==> config.mk <==
export PLATFORM = sky130hd
export DESIGN_NAME = serial_frame_receiver_flat
export DESIGN_NICKNAME = d
export VERILOG_FILES = /design/src/rtl/serial_frame_receiver_if.sv /design/src/rtl/serial_frame_receiver.sv /design/src/flat_wrapper.sv
export SDC_FILE = /design/constraint.sdc
export NUM_CORES = 1
export LEC_CHECK = 0
export ABC_CLOCK_PERIOD_IN_PS = 2550
export BUFFER_PORTS_ARGS = -buffer_cell sky130_fd_sc_hd__buf_2
export CAP_MARGIN = 10
export CORE_MARGIN = 1
export CORE_UTILIZATION = 25
export DETAILED_ROUTE_END_ITERATION = 6
export PLACE_DENSITY = 0.45
export SYNTH_ARGS = -nofsm -noshare
export SYNTH_HDL_FRONTEND = slang
export SYNTH_SLANG_ARGS = --single-unit
==> constraint.sdc <==
create_clock -name clk -period 2.55 [get_ports clk]
set_input_delay 0.255 -clock clk [delete_from_list [all_inputs] [get_ports clk]]
set_output_delay 0.255 -clock clk [all_outputs]
set_load 0.02 [all_outputs]
==> src/rtl/serial_frame_receiver_if.sv <==
// Serial frame receiver bus: the serial line in, received byte, status pulses and frame progress out.
// The master side drives rx (transmitter / test driver); the slave side is the receiver itself.
interface serial_frame_receiver_if #(
   parameter int DATA_BITS = 8
) ();
   logic                 rx;
   logic [DATA_BITS-1:0] data_out;
   logic                 data_valid;
   logic [3:0]           bit_cnt;
   logic                 frame_err;
   logic                 parity_err;
   logic                 busy;

   modport master (
      output rx,
      input  data_out,
      input  data_valid,
      input  bit_cnt,
      input  frame_err,
      input  parity_err,
      input  busy
   );

   modport slave (
      input  rx,
      output data_out,
      output data_valid,
      output bit_cnt,
      output frame_err,
      output parity_err,
      output busy
   );
endinterface

==> src/rtl/serial_frame_receiver.sv <==
// Serial-to-byte receive stage on the transceiver loopback path.
// Frame: start(0), DATA_BITS data LSB first, optional even parity, stop(1).
// Optional feature macro: RX_PARITY_EN -- when defined, a parity slot is present and checked;
// when undefined, data goes straight to stop and parity_err stays 0.
// All outputs are registered; reset is synchronous and active-high.
module serial_frame_receiver #(
   parameter int CLKS_PER_BIT = 16,
   parameter int DATA_BITS    = 8
) (
   input  logic                  clk,
   input  logic                  rst,
   serial_frame_receiver_if.slave bus
);

`ifdef RX_PARITY_EN
   localparam logic PARITY_EN    = 1'b1;
   localparam int   PARITY_SLOTS = 1;
`else
   localparam logic PARITY_EN    = 1'b0;
   localparam int   PARITY_SLOTS = 0;
`endif

   localparam int         FRAME_BITS    = DATA_BITS + 2 + PARITY_SLOTS;
   localparam logic [7:0] HALF_LAST     = 8'(CLKS_PER_BIT / 2 - 1);
   localparam logic [7:0] BIT_LAST      = 8'(CLKS_PER_BIT - 1);
   localparam logic [3:0] DATA_LAST_CNT = 4'(DATA_BITS);
   localparam logic [3:0] FRAME_CNT     = 4'(FRAME_BITS);

   typedef enum logic [2:0] {
      ST_IDLE   = 3'd0,
      ST_START  = 3'd1,
      ST_DATA   = 3'd2,
      ST_PARITY = 3'd3,
      ST_STOP   = 3'd4
   } state_t;

   // Even parity: the parity bit that makes the total number of ones even.
   function automatic logic even_parity(input logic [DATA_BITS-1:0] d);
      return ^d;
   endfunction

   logic                 rx_meta_r;
   logic                 rx_sync_r;      // synchronized line (rx_s)
   logic [1:0]           flush_r;        // counts the synchronizer flush after reset
   logic                 armed_r;
   state_t               state_r;
   logic [7:0]           cnt_r;
   logic [3:0]           bit_cnt_r;
   logic [DATA_BITS-1:0] shift_r;
   logic                 par_bad_r;
   logic [DATA_BITS-1:0] data_out_r;
   logic                 data_valid_r;
   logic                 frame_err_r;
   logic                 parity_err_r;
   logic                 busy_r;

   state_t               state_next_s;
   logic [7:0]           cnt_next_s;
   logic [3:0]           bit_cnt_next_s;
   logic [DATA_BITS-1:0] shift_next_s;
   logic                 par_bad_next_s;
   logic [DATA_BITS-1:0] data_out_next_s;
   logic                 data_valid_next_s;
   logic                 frame_err_next_s;
   logic                 parity_err_next_s;
   logic                 armed_next_s;
   logic                 busy_next_s;
   logic                 rx_valid_s;

   // The synchronizer flops come out of reset at 1 regardless of the line, so their
   // content is only trusted once two real samples have passed through.
   assign rx_valid_s = (flush_r == 2'd2);

   // Two-flop synchronizer for rx plus the post-reset flush counter.
   always_ff @(posedge clk) begin
      if (rst) begin
         rx_meta_r <= 1'b1;
         rx_sync_r <= 1'b1;
         flush_r   <= 2'd0;
      end else begin
         rx_meta_r <= bus.rx;
         rx_sync_r <= rx_meta_r;
         if (flush_r != 2'd2) begin
            flush_r <= flush_r + 2'd1;
         end else begin
            flush_r <= flush_r;
         end
      end
   end

   // FSM state register.
   always_ff @(posedge clk) begin
      if (rst) begin
         state_r <= ST_IDLE;
      end else begin
         state_r <= state_next_s;
      end
   end

   // Next-state, sampling datapath and output pulse decode.
   always_comb begin
      state_next_s      = state_r;
      cnt_next_s        = cnt_r + 8'd1;
      bit_cnt_next_s    = bit_cnt_r;
      shift_next_s      = shift_r;
      par_bad_next_s    = par_bad_r;
      data_out_next_s   = data_out_r;
      data_valid_next_s = 1'b0;
      frame_err_next_s  = 1'b0;
      parity_err_next_s = 1'b0;
      armed_next_s      = armed_r | (rx_valid_s & rx_sync_r);

      case (state_r)
         ST_IDLE: begin
            cnt_next_s     = 8'd0;
            bit_cnt_next_s = 4'd0;
            par_bad_next_s = 1'b0;
            if (armed_r && !rx_sync_r) begin
               state_next_s = ST_START;
            end else begin
               state_next_s = ST_IDLE;
            end
         end

         ST_START: begin
            if (cnt_r == HALF_LAST) begin
               cnt_next_s = 8'd0;
               if (rx_sync_r) begin
                  // Line back high at mid-start: treat as a glitch.
                  state_next_s   = ST_IDLE;
                  bit_cnt_next_s = 4'd0;
               end else begin
                  state_next_s   = ST_DATA;
                  bit_cnt_next_s = 4'd1;
               end
            end else begin
               cnt_next_s = cnt_r + 8'd1;
            end
         end

         ST_DATA: begin
            if (cnt_r == BIT_LAST) begin
               cnt_next_s     = 8'd0;
               shift_next_s   = {rx_sync_r, shift_r[DATA_BITS-1:1]};
               bit_cnt_next_s = bit_cnt_r + 4'd1;
               if (bit_cnt_r == DATA_LAST_CNT) begin
                  state_next_s = PARITY_EN ? ST_PARITY : ST_STOP;
               end else begin
                  state_next_s = ST_DATA;
               end
            end else begin
               cnt_next_s = cnt_r + 8'd1;
            end
         end

         ST_PARITY: begin
            if (cnt_r == BIT_LAST) begin
               cnt_next_s     = 8'd0;
               bit_cnt_next_s = bit_cnt_r + 4'd1;
               par_bad_next_s = PARITY_EN & (rx_sync_r ^ even_parity(shift_r));
               state_next_s   = ST_STOP;
            end else begin
               cnt_next_s = cnt_r + 8'd1;
            end
         end

         ST_STOP: begin
            if (cnt_r == BIT_LAST) begin
               cnt_next_s     = 8'd0;
               bit_cnt_next_s = bit_cnt_r + 4'd1;
               state_next_s   = ST_IDLE;
               if (rx_sync_r) begin
                  if (par_bad_r) begin
                     parity_err_next_s = 1'b1;
                  end else begin
                     data_valid_next_s = 1'b1;
                     data_out_next_s   = shift_r;
                  end
               end else begin
                  // Broken stop bit: disarm until the line is seen high again.
                  frame_err_next_s  = 1'b1;
                  parity_err_next_s = par_bad_r;
                  armed_next_s      = 1'b0;
               end
            end else begin
               cnt_next_s = cnt_r + 8'd1;
            end
         end

         default: begin
            state_next_s   = ST_IDLE;
            cnt_next_s     = 8'd0;
            bit_cnt_next_s = 4'd0;
         end
      endcase

      // Busy holds through the stop-sample cycle and drops on the following one.
      busy_next_s = (state_r != ST_IDLE) || (state_next_s != ST_IDLE);
   end

   // Datapath and registered outputs.
   always_ff @(posedge clk) begin
      if (rst) begin
         armed_r      <= 1'b0;
         cnt_r        <= 8'd0;
         bit_cnt_r    <= 4'd0;
         shift_r      <= '0;
         par_bad_r    <= 1'b0;
         data_out_r   <= '0;
         data_valid_r <= 1'b0;
         frame_err_r  <= 1'b0;
         parity_err_r <= 1'b0;
         busy_r       <= 1'b0;
      end else begin
         armed_r      <= armed_next_s;
         cnt_r        <= cnt_next_s;
         bit_cnt_r    <= bit_cnt_next_s;
         shift_r      <= shift_next_s;
         par_bad_r    <= par_bad_next_s;
         data_out_r   <= data_out_next_s;
         data_valid_r <= data_valid_next_s;
         frame_err_r  <= frame_err_next_s;
         parity_err_r <= parity_err_next_s;
         busy_r       <= busy_next_s;
      end
   end

   assign bus.data_out   = data_out_r;
   assign bus.data_valid = data_valid_r;
   assign bus.bit_cnt    = bit_cnt_r;
   assign bus.frame_err  = frame_err_r;
   assign bus.parity_err = parity_err_r;
   assign bus.busy       = busy_r;

endmodule

==> src/flat_wrapper.sv <==
// flat-port wrapper written by rule: the top's interface ports become plain ports
module serial_frame_receiver_flat 
#(
   parameter int CLKS_PER_BIT = 16,
   parameter int DATA_BITS    = 8
)
  (clk, rst, bus_rx, bus_data_out, bus_data_valid, bus_bit_cnt, bus_frame_err, bus_parity_err, bus_busy);
  serial_frame_receiver_if #(.DATA_BITS(DATA_BITS)) bus_i ();
  input  logic clk;
  input  logic rst;
  input wire logic [$bits(bus_i.rx)-1:0] bus_rx;
  output wire logic [$bits(bus_i.data_out)-1:0] bus_data_out;
  output wire logic [$bits(bus_i.data_valid)-1:0] bus_data_valid;
  output wire logic [$bits(bus_i.bit_cnt)-1:0] bus_bit_cnt;
  output wire logic [$bits(bus_i.frame_err)-1:0] bus_frame_err;
  output wire logic [$bits(bus_i.parity_err)-1:0] bus_parity_err;
  output wire logic [$bits(bus_i.busy)-1:0] bus_busy;
  assign bus_i.rx = bus_rx;
  assign bus_data_out = bus_i.data_out;
  assign bus_data_valid = bus_i.data_valid;
  assign bus_bit_cnt = bus_i.bit_cnt;
  assign bus_frame_err = bus_i.frame_err;
  assign bus_parity_err = bus_i.parity_err;
  assign bus_busy = bus_i.busy;
  serial_frame_receiver #(.CLKS_PER_BIT(CLKS_PER_BIT), .DATA_BITS(DATA_BITS)) u_core (.clk(clk), .rst(rst), .bus(bus_i));
endmodule
==> results.sh <==
export IMPL_tns_ps=0
export IMPL_drt_iter0_drc=47
export IMPL_hold_viol_final=0
export IMPL_die_y_um=84.1
export IMPL_ios=19
export IMPL_synth_async_reset_ratio_pct=0
export IMPL_grt_ovfl_total=0
export IMPL_vias=1288
export IMPL_mappedNetlistArea_um2=1690
export IMPL_maxCapViolCount=0
export IMPL_grt_max_degree=36
export IMPL_wl_um=3310
export IMPL_grt_pass1_wl_um=5900
export IMPL_htreeDepth=2
export IMPL_coreArea_um2=6420
export IMPL_drc_errors=2
export IMPL_rows=29
export IMPL_dr_pass1_iters=7
export IMPL_post_route_util_pct=30.1
export IMPL_required_ps=2710
export IMPL_fin_area_um2=1930
export IMPL_ys_seq_area_share_pct=46.3
export IMPL_startpoint_type="flop"
export IMPL_slew_violations=0
export IMPL_min_period_ps=2100
export IMPL_worst_path_buf_inv=0
export IMPL_critPathArrivalTime_ps=2260
export IMPL_crit_path_max_fanout=8
export IMPL_finalSetupViolations=0
export IMPL_synthCells=183
export IMPL_grt_util_all_layers_pct=10.3
export IMPL_min_to="u_core.rx_meta_r$_SDFF_PP1_"
export IMPL_clock_latency_ps=290
export IMPL_grt_pass1_vias=1203
export IMPL_worst_slack_ps=449
export IMPL_rsz0062_at_grt="false"
export IMPL_fin_nets=206
export IMPL_clkSlewWorstSetupHoldPaths_ps=80
export IMPL_r2r_end="u_core.shift_r[7]$_SDFFE_PP0P_"
export IMPL_outcome="finished with violations"
export IMPL_dp_hpwl_um=2250
export IMPL_drive_above_1_share_pct=17.5
export IMPL_worstMarginPinSlew_ps=631
export IMPL_cp_slowest_stage_delay_ps=760
export IMPL_min_from="bus_rx"
export IMPL_cts_resized_gates=0
export IMPL_slew_headroom_pct=57.9
export IMPL_whs_path_depth=2
export IMPL_nFillCells=692
export IMPL_die_w_um=84.1
export IMPL_clock_skew_ps=5.22
export IMPL_post_cts_buffers=0
export IMPL_critPathSlowestCell="or4_1"
export IMPL_dp_worst_setup_slack_ps=453
export IMPL_synth_edff_count=0
export IMPL_min_path_type="input pin to flop"
export IMPL_endpoint_kind="flop"
export IMPL_post_drt_wl_per_cell_um=12.0
export IMPL_place_gp_congestion=0.730
export IMPL_powerDensity_nw_per_um2=606
export IMPL_cp_cell_sequence="or4_4 -> or4_1 -> mux2i_1 -> nor2_1"
export IMPL_worstReg2RegStart="u_core.cnt_r[5]$_SDFF_PP0_"
export IMPL_areaGrowthSynthToFinish_pct=14.7
export IMPL_grt_busiest_layer="met2"
export IMPL_use_met2_pct=15.4
export IMPL_cts_tree="yes"
export IMPL_ir_worst_vdd_uv=209
export IMPL_crit_family="simple AND/OR/NAND/NOR gates"
export IMPL_start_util_pct=26.2
export IMPL_violations="DRC"
export IMPL_antenna_found_initial=0
export IMPL_placed_cells=269
export IMPL_leakagePower_nw=0.841
export IMPL_fin_cells=277
export IMPL_met1_usage_pct=13.7
export IMPL_clock_sinks=39
export IMPL_antenna_cells=0
export IMPL_portBuffers=17
export IMPL_synth_seq_cells=39
export IMPL_root_buffer="clkbuf_8"
export IMPL_fin_crit_sh_pct=82.4
export IMPL_hold_buffers=0
export IMPL_avgViaCountPerCell=4.65
export IMPL_synth_top_flop_cell="dfxtp_1"
export IMPL_rrSetupSlack_ps=450
export IMPL_die_area_um2=7070
export IMPL_yosys_warnings=0
export IMPL_dpl_instance_area_um2=1840
export IMPL_cts_max_path_buffers=2
export IMPL_synthDistinctLibCells=40
export IMPL_reg2reg_depth=4
export IMPL_postRouteAntennaNets=0
export IMPL_synthesis_nets=190
export IMPL_critPathKind="flop to flop"
export IMPL_cts_buffers=5
export IMPL_grt_met3_usage_pct=3.07
export IMPL_max_freq_mhz=476
export IMPL_syn_avg_cell_area_um2=9.21
cell type report:
cell class	instances	area, um2	area share, %
flip-flops and latches	39	781	40.4
clock buffers	5	68.8	3.56
multi-input cells	127	833	43.1
clock inverters	3	23.8	1.23
repair buffers	20	108	5.57
inverters	6	22.5	1.17
well taps	77	96.3	4.98
cells in the mapped netlist, drive strengths merged, types with 4 or more instances:
library cell  instances  area [um2]
a21oi                 7        35.0
ha                    4        50.1
nor4                  6        43.8
clkbuf                9        33.8
nand3                 4        20.0
or4                   4        33.8
mux2i                16         160
o31ai                 5        37.5
nand2                 4        15.0
inv                   6        22.5
dfxtp                39         781
xnor2                 4        35.0
nor3                  6        30.0
nor2                 34         128
xor2                  4        35.0
worst max-delay path by stage:
stage / from / to / slack, ps / cells after the start
4_1_cts: u_core.cnt_r[5]$_SDFF_PP0_ / u_core.shift_r[4]$_SDFFE_PP0P_ / 440 / 4
6_report: u_core.cnt_r[5]$_SDFF_PP0_ / u_core.shift_r[7]$_SDFFE_PP0P_ / 450 / 4
2_1_floorplan: u_core.cnt_r[0]$_SDFF_PP0_ / u_core.cnt_r[3]$_SDFF_PP0_ / 670 / 6
3_5_place_dp: u_core.cnt_r[5]$_SDFF_PP0_ / u_core.shift_r[4]$_SDFFE_PP0P_ / 450 / 4
3_3_place_gp: u_core.cnt_r[5]$_SDFF_PP0_ / u_core.shift_r[5]$_SDFFE_PP0P_ / 480 / 4
5_1_grt: u_core.cnt_r[5]$_SDFF_PP0_ / u_core.shift_r[7]$_SDFFE_PP0P_ / 340 / 4
flip-flops by register name, summed over array words and instances, names as in the netlist, 2 cells and up:
signal	flops
u_core.bus.data_out	8
u_core.bus.bit_cnt	4
u_core.cnt_r	8
u_core.shift_r	8
u_core.state_r	3
u_core.flush_r	2
per-stage QoR:
stage               hold WS, ps  total power, mW
global placement            392            0.754
global route                144             1.24
detailed placement          398            0.756
floorplan                   359            0.740
finish                      141             1.17
CTS                         132             1.19
cell families after synthesis:
family	share of synthesized area (%)
flip-flops	46.3
buffers and inverters	4.23
AO/OA/AOI/OAI	10.2
AND/OR/NAND/NOR	22.4
XOR/XNOR	4.16
other	0.223
multiplexers	9.50
adder cells (fa/ha/maj)	2.97
power by group:
group / switching [mW] / total, mW / leakage, nW / internal [mW]
clock: 0.234 / 0.430 / 0.0408 / 0.196
combinational: 0.0505 / 0.0893 / 0.485 / 0.0387
sequential: 0.0176 / 0.652 / 0.315 / 0.634
total: 0.303 / 1.17 / 0.841 / 0.869
worst reg2reg max path, cell delays in order (launching register included):
cell	delay, ps
dfxtp_1	360
or4_4	560
or4_1	760
mux2i_1	240
nor2_1	60
placed cells by master (no fill, tap or decap), types with 5 or more instances in the layout:
cell	netlist	routed
dfxtp_1	39	39
nor2_1	34	34
buf_2	0	17
mux2i_1	16	16
a21oi_1	7	7
inv_1	6	6
nor3_1	6	6
o31ai_1	5	5
nor4_1	5	5
clkbuf_8	0	5
routing by layer:
layer,wire [um],vias to the layer above
met5,0,-
met3,131,8
li1,-,678
met4,77,0
met1,1640,579
met2,1460,23
(Power assumes the default switching activity.)
